File: config.mk
export PLATFORM = sky130hd
export DESIGN_NAME = ram_param
export DESIGN_NICKNAME = d
export VERILOG_FILES = /design/src/rtl/ram_pkg.sv /design/src/rtl/ram_clr_seq.sv /design/src/rtl/ram_param.sv
export SDC_FILE = /design/constraint.sdc
export NUM_CORES = 1
export LEC_CHECK = 0
export BUFFER_PORTS_ARGS = -buffer_cell sky130_fd_sc_hd__buf_2
export CORE_MARGIN = 4
export CORE_UTILIZATION = 35
export DETAILED_ROUTE_END_ITERATION = 8
export GPL_TIMING_DRIVEN = 0
export PLACE_DENSITY = 0.61
export SLEW_MARGIN = 5
export SYNTH_ARGS = -nofsm -noshare
export SYNTH_HDL_FRONTEND = slang
export SYNTH_SLANG_ARGS = --single-unit
File: constraint.sdc
create_clock -name clk -period 2.3 [get_ports clk]
set_clock_uncertainty 0.15 [all_clocks]
set_input_delay 0.23 -clock clk [delete_from_list [all_inputs] [get_ports clk]]
set_output_delay 0.23 -clock clk [all_outputs]
set_load 0.02 [all_outputs]
File: src/rtl/ram_pkg.sv
// Shared definitions for the parametrised single-port RAM: write-collision
// mode codes, clear-sequencer state encoding and the parity helper.
package ram_pkg;

  localparam int unsigned WM_READ_FIRST  = 0;
  localparam int unsigned WM_WRITE_FIRST = 1;
  localparam int unsigned WM_NO_CHANGE   = 2;

  localparam int unsigned PARITY_MAX_W = 64;

  typedef enum logic {
    ST_INIT = 1'b0,
    ST_RUN  = 1'b1
  } ram_state_e;

  // Even parity of a word; callers zero-extend to PARITY_MAX_W, which
  // leaves the parity unchanged.
  function automatic logic parity(input logic [PARITY_MAX_W-1:0] word);
    return ^word;
  endfunction

endpackage

File: src/rtl/ram_clr_seq.sv
// Post-reset clear sequencer: walks every address once, writing the init
// word, then hands the array over to normal accesses.
module ram_clr_seq
  import ram_pkg::*;
#(
  parameter int unsigned AW = 4
) (
  input  logic          clk,
  input  logic          rst,
  output logic          init_busy,
  output logic          clr_we,
  output logic [AW-1:0] clr_addr
);

  ram_state_e    r_state;
  ram_state_e    w_state_nxt;
  logic [AW-1:0] r_ptr;
  logic [AW-1:0] w_ptr_nxt;

  // State and pointer registers; reset restarts the clear from address 0.
  always_ff @(posedge clk) begin
    if (rst) begin
      r_state <= ST_INIT;
      r_ptr   <= '0;
    end else begin
      r_state <= w_state_nxt;
      r_ptr   <= w_ptr_nxt;
    end
  end

  // Next-state and outputs; the last address is written on the cycle the
  // FSM decides to leave INIT.
  always_comb begin
    w_state_nxt = r_state;
    w_ptr_nxt   = r_ptr;
    clr_we      = 1'b0;
    init_busy   = rst;
    unique case (r_state)
      ST_INIT: begin
        init_busy = 1'b1;
        clr_we    = ~rst;
        w_ptr_nxt = r_ptr + 1'b1;
        if (r_ptr == '1) begin
          w_state_nxt = ST_RUN;
        end
      end
      ST_RUN: begin
        w_state_nxt = ST_RUN;
      end
      default: begin
        w_state_nxt = ST_INIT;
      end
    endcase
  end

  assign clr_addr = r_ptr;

endmodule

File: src/rtl/ram_param.sv
// Parametrised single-port synchronous RAM with selectable read latency
// (0/1/2), write-collision mode, post-reset clear and an output valid.
// Optional even-parity storage and checking when RAM_PARITY_EN is defined.
module ram_param
  import ram_pkg::*;
#(
  parameter int unsigned   AW         = 4,
  parameter int unsigned   DW         = 8,
  parameter int unsigned   READ_LAT   = 1,
  parameter int unsigned   WRITE_MODE = 0,
  parameter logic [DW-1:0] INIT_VAL   = '0
) (
  input  logic          clk,
  input  logic          rst,
  input  logic          en,
  input  logic          we,
  input  logic [AW-1:0] a,
  input  logic [DW-1:0] d,
  output logic [DW-1:0] dout,
  output logic          dout_vld,
  output logic          init_busy
`ifdef RAM_PARITY_EN
  ,
  output logic          perr
`endif
);

  localparam int unsigned DEPTH = 2 ** AW;
`ifdef RAM_PARITY_EN
  localparam int unsigned MW = DW + 1;
`else
  localparam int unsigned MW = DW;
`endif

  if (READ_LAT > 2) begin : g_bad_read_lat
    $error("ram_param: READ_LAT must be 0, 1 or 2");
  end

  logic [MW-1:0] r_mem [DEPTH];

  logic          w_init_busy;
  logic          w_clr_we;
  logic [AW-1:0] w_clr_addr;
  logic          w_acc;
  logic [MW-1:0] w_wr_word;
  logic [MW-1:0] w_init_word;
  logic [MW-1:0] w_rd_word;
  logic [MW-1:0] w_out_word;
  logic          w_out_vld;

  ram_clr_seq #(
    .AW(AW)
  ) u_clr_seq (
    .clk      (clk),
    .rst      (rst),
    .init_busy(w_init_busy),
    .clr_we   (w_clr_we),
    .clr_addr (w_clr_addr)
  );

  assign w_acc = en & ~w_init_busy;

`ifdef RAM_PARITY_EN
  assign w_wr_word   = {parity(PARITY_MAX_W'(d)), d};
  assign w_init_word = {parity(PARITY_MAX_W'(INIT_VAL)), INIT_VAL};
`else
  assign w_wr_word   = d;
  assign w_init_word = INIT_VAL;
`endif

  assign w_rd_word = r_mem[a];

  // Array write port, shared between the clear sequencer and user writes.
  always_ff @(posedge clk) begin
    if (w_clr_we) begin
      r_mem[w_clr_addr] <= w_init_word;
    end else if (w_acc && we) begin
      r_mem[a] <= w_wr_word;
    end
  end

  if (READ_LAT == 0) begin : g_lat0
    assign w_out_word = w_rd_word;
    assign w_out_vld  = w_acc;
  end else begin : g_lat_reg
    logic [MW-1:0] r_s1_word;
    logic          r_s1_vld;

    // First read stage: loads only on an accepted access, resolving
    // same-address write collisions by WRITE_MODE.
    always_ff @(posedge clk) begin
      if (rst) begin
        r_s1_word <= '0;
        r_s1_vld  <= 1'b0;
      end else begin
        r_s1_vld <= w_acc & ~(we & (WRITE_MODE == WM_NO_CHANGE));
        if (w_acc) begin
          if (!we) begin
            r_s1_word <= w_rd_word;
          end else if (WRITE_MODE == WM_WRITE_FIRST) begin
            r_s1_word <= w_wr_word;
          end else if (WRITE_MODE == WM_READ_FIRST) begin
            r_s1_word <= w_rd_word;
          end
        end
      end
    end

    if (READ_LAT == 1) begin : g_lat1
      assign w_out_word = r_s1_word;
      assign w_out_vld  = r_s1_vld;
    end else begin : g_lat2
      logic [MW-1:0] r_s2_word;
      logic          r_s2_vld;

      // Output register stage: follows stage one every cycle.
      always_ff @(posedge clk) begin
        if (rst) begin
          r_s2_word <= '0;
          r_s2_vld  <= 1'b0;
        end else begin
          r_s2_word <= r_s1_word;
          r_s2_vld  <= r_s1_vld;
        end
      end

      assign w_out_word = r_s2_word;
      assign w_out_vld  = r_s2_vld;
    end
  end

  assign dout      = w_out_word[DW-1:0];
  assign dout_vld  = w_out_vld;
  assign init_busy = w_init_busy;

`ifdef RAM_PARITY_EN
  assign perr = w_out_vld &
                (w_out_word[DW] != parity(PARITY_MAX_W'(w_out_word[DW-1:0])));
`endif

endmodule

==> key figures <==
GRT
  – GR Util met3: 3.06%
  – Initial antenna violation count: 0
  – Total gr overflow: 0
  – Gr usage total: 13.2%
  – Largest net degree at the start of global routing: 17
  – GRT met1 Usage: 16.2%
  – Layer with the highest usage: met2
  – Met2 GRT Util: 22.3%
  – First-pass GRT wire length: 17500 um
  – Vias in the first global route: 2991

STA
  – Setup TNS: 0 ns
  – Slew margin rel.: 46.1%
  – Slew @ Worst Pin: 0.809 ns
  – Worst hold slack: 0.0268 ns
  – Maximum clock frequency: 0.435 GHz
  – Final Hold Violating Endpoints: 0
  – Fin crit share: 99.9%
  – Minimum clock period after layout: 2.30 ns
  – Final worst slack: 0.00227 ns
  – Final count of negative-setup-slack endpoints: 0
  – Pins over their slew limit: 0
  – RSZ-0062 raised after global routing: true

Critical path
  – WP data arrival: 2.19 ns
  – Buf/Inv on CP: 2
  – Critical-path top delay cell: nor2_2
  – Worst EP required: 2.19 ns
  – Crit Path Category: flop to flop
  – Cell family with most CP delay: simple AND/OR/NAND/NOR gates
  – Critical path's largest stage delay: 0.52 ns
  – Worst-path maximum fanout: 10
  – CP cell instances: and4b_1 -> buf_2 -> clkbuf_2 -> a21oi_1 -> nor2_2
  – CP startpoint kind: flop
  – Critical Path Sink Type: flop

Clock tree
  – H-tree Lvls: 4
  – Clock buffer depth: 2
  – Clock Tree Root: clkbuf_16
  – TritonCTS Buffers: 17
  – Clock insertion delay at the later pin of the skew report: 0.41 ns
  – Clock transition at path regs: 0.05 ns
  – Clock Sinks: 142
  – CTS tree: yes

Placement
  – HPWL after detailed placement: 7370 um
  – Count of input and output buffers: 22
  – Cell total after placement: 542
  – Setup WS pre-CTS: -0.499 ns
  – Routability congestion estimate: 0.729

Min path
  – Worst hold path type: input port to flop

Route
  – Drt drc: 0
  – WL final: 11100 um
  – Via count: 2877
  – Via density: 5.01
  – Routed Antenna Nets: 0
  – Initial drt markers: 153
  – Drt pass-1 iters: 4
  – Routed wire per std cell: 19.3 um

Synthesis
  – Count of cell types in the netlist: 31
  – Post-Synthesis Cells: 309
  – Sequential-to-total area share from yosys stat: 73.6%
  – Synth area leaders: edfxtp_1 69%, mux4_2 6.4%, mux2i_1 6.1%
  – Post-Syn Area: 5600 um^2
  – Yosys top cell area share: 68.6%
  – Warnings, synthesis: 0
  – Dominant cell type by area after synthesis: edfxtp_1
  – Syn_nets: 326
  – Flops & latches, synth: 142
  – Syn avg cell area: 18.1 um^2

Final layout
  – Fin cells: 574
  – Antenna Cells: 0
  – Area grow syn2layout: 19.5%
  – Most common cell after layout, fill and taps aside: edfxtp_1
  – Share of cells above drive strength 1: 27.3%
  – Final nets: 367
  – Most frequent cells in the layout: 128 x edfxtp_1, 34 x mux2i_1, 31 x buf_2, 17 x clkbuf_16, 16 x mux4_2

Pwr
  – VDD IR max: 0.477 mV
  – Static Leakage: 0.00247 uW
  – P per Cell Area: 886 nW/um^2

Floorplanning
  – Core area: 15400 um^2
  – DIE AREA: 18100 um^2
  – # IOs: 26
  – # rows: 45
  – Die Y: 135 um
  – Chip Width: 135 um
  – Starting Density: 36.3%

Run
  – Max-cap violation count: 0

Run status
  – Status: finished, final reports clean
## final timing paths
| check | from | endpoint | slack (ns) | depth (start not counted) |
|---|---|---|---|---|
| worst max-delay path | u_clr_seq.r_state$_SDFF_PP0_ | r_mem[5][0]$_DFFE_PP_ | 0.002 | 5 |
| worst min-delay path | en | dout_vld$_SDFF_PP0_ | 0.03 | 2 |
| worst max register to register | u_clr_seq.r_state$_SDFF_PP0_ | r_mem[5][0]$_DFFE_PP_ | 0.002 | 5 |
| worst min register to register | dout[0]$_SDFFE_PP0N_ | dout[0]$_SDFFE_PP0N_ | 0.35 | 2 |
## worst register-to-register path, cell delays in order, from the launching register on
cell and delay, ns:
dfxtp_1 0.33, and4b_1 0.20, buf_2 0.19, clkbuf_2 0.27, a21oi_1 0.26, nor2_2 0.52
## flip-flops by register name, summed over array words and instances (netlist names)
register,flops
dout_vld,1
r_mem,128
u_clr_seq.r_state,1
dout,8
u_clr_seq.clr_addr,4
## metrics by stage
stage	instance area [um^2]	utilization [%]	power (uW)
after floorplan	5600	-	3020
after detailed placement	5980	38.7	3090
after global routing	6700	43.4	6090
after global placement	5980	38.7	3080
final	6700	43.4	5930
after CTS	6650	43.1	5960
## report_power, final
part | internal (uW) | total [uW] | switching, uW
combinational | 95.0 | 228 | 133
clock | 1900 | 2880 | 980
sequential | 2810 | 2820 | 12.5
total | 4800 | 5930 | 1130
## metal layers
metal | vias up | share of wire [%]
li1 | 1318 | -
met1 | 1484 | 42
met2 | 58 | 53
met3 | 17 | 3.1
met4 | 0 | 1.6
met5 | - | 0
## cell families after synthesis
group                      Yosys count  synth area share [%]
adders and majority gates            1                 0.223
xor gates and xnor gates             3                 0.469
DFF                                142                  73.6
buffers and inverters               17                  1.61
muxes                               57                  15.0
and+or+nand+nor                     53                  4.85
AOI/OAI and AO/OA                   36                  4.27
## timing repair
| action | 4_1_cts | 5_1_grt |
|---|---|---|
| buffers inserted | 0 | 0 |
| endpoints found under the setup margin | 128 | 120 |
| hold buffers | 0 | 0 |
| resized for setup | 16 | 13 |
## cells in the mapped netlist (all sizes together)
| master | number |
|---|---|
| a21oi | 7 |
| a22oi | 14 |
| a31oi | 1 |
| a32oi | 6 |
| and2 | 10 |
| and3b | 1 |
| and4b | 1 |
| buf | 12 |
| clkbuf | 5 |
| dfxtp | 14 |
| edfxtp | 128 |
| ha | 1 |
| mux2 | 3 |
| mux2i | 34 |
| mux4 | 20 |
| nand2 | 5 |
| nand2b | 3 |
| nand4 | 1 |
| nand4b | 1 |
| nor2 | 23 |
| nor2b | 3 |
| nor3 | 1 |
| nor3b | 2 |
| o21ai | 8 |
| or2 | 2 |
| xnor2 | 1 |
| xor2 | 2 |
## area by class of cell
cell class | instances | area [um^2]
timing repair buffer | 22 | 110
buffer | 17 | 92.6
multi-input combinational | 150 | 1480
clock buffer | 18 | 429
sequential | 142 | 4120
fill | 1399 | 8730
tap | 211 | 264
clock inverter | 14 | 198
Power figures use the tool's default switching activity.
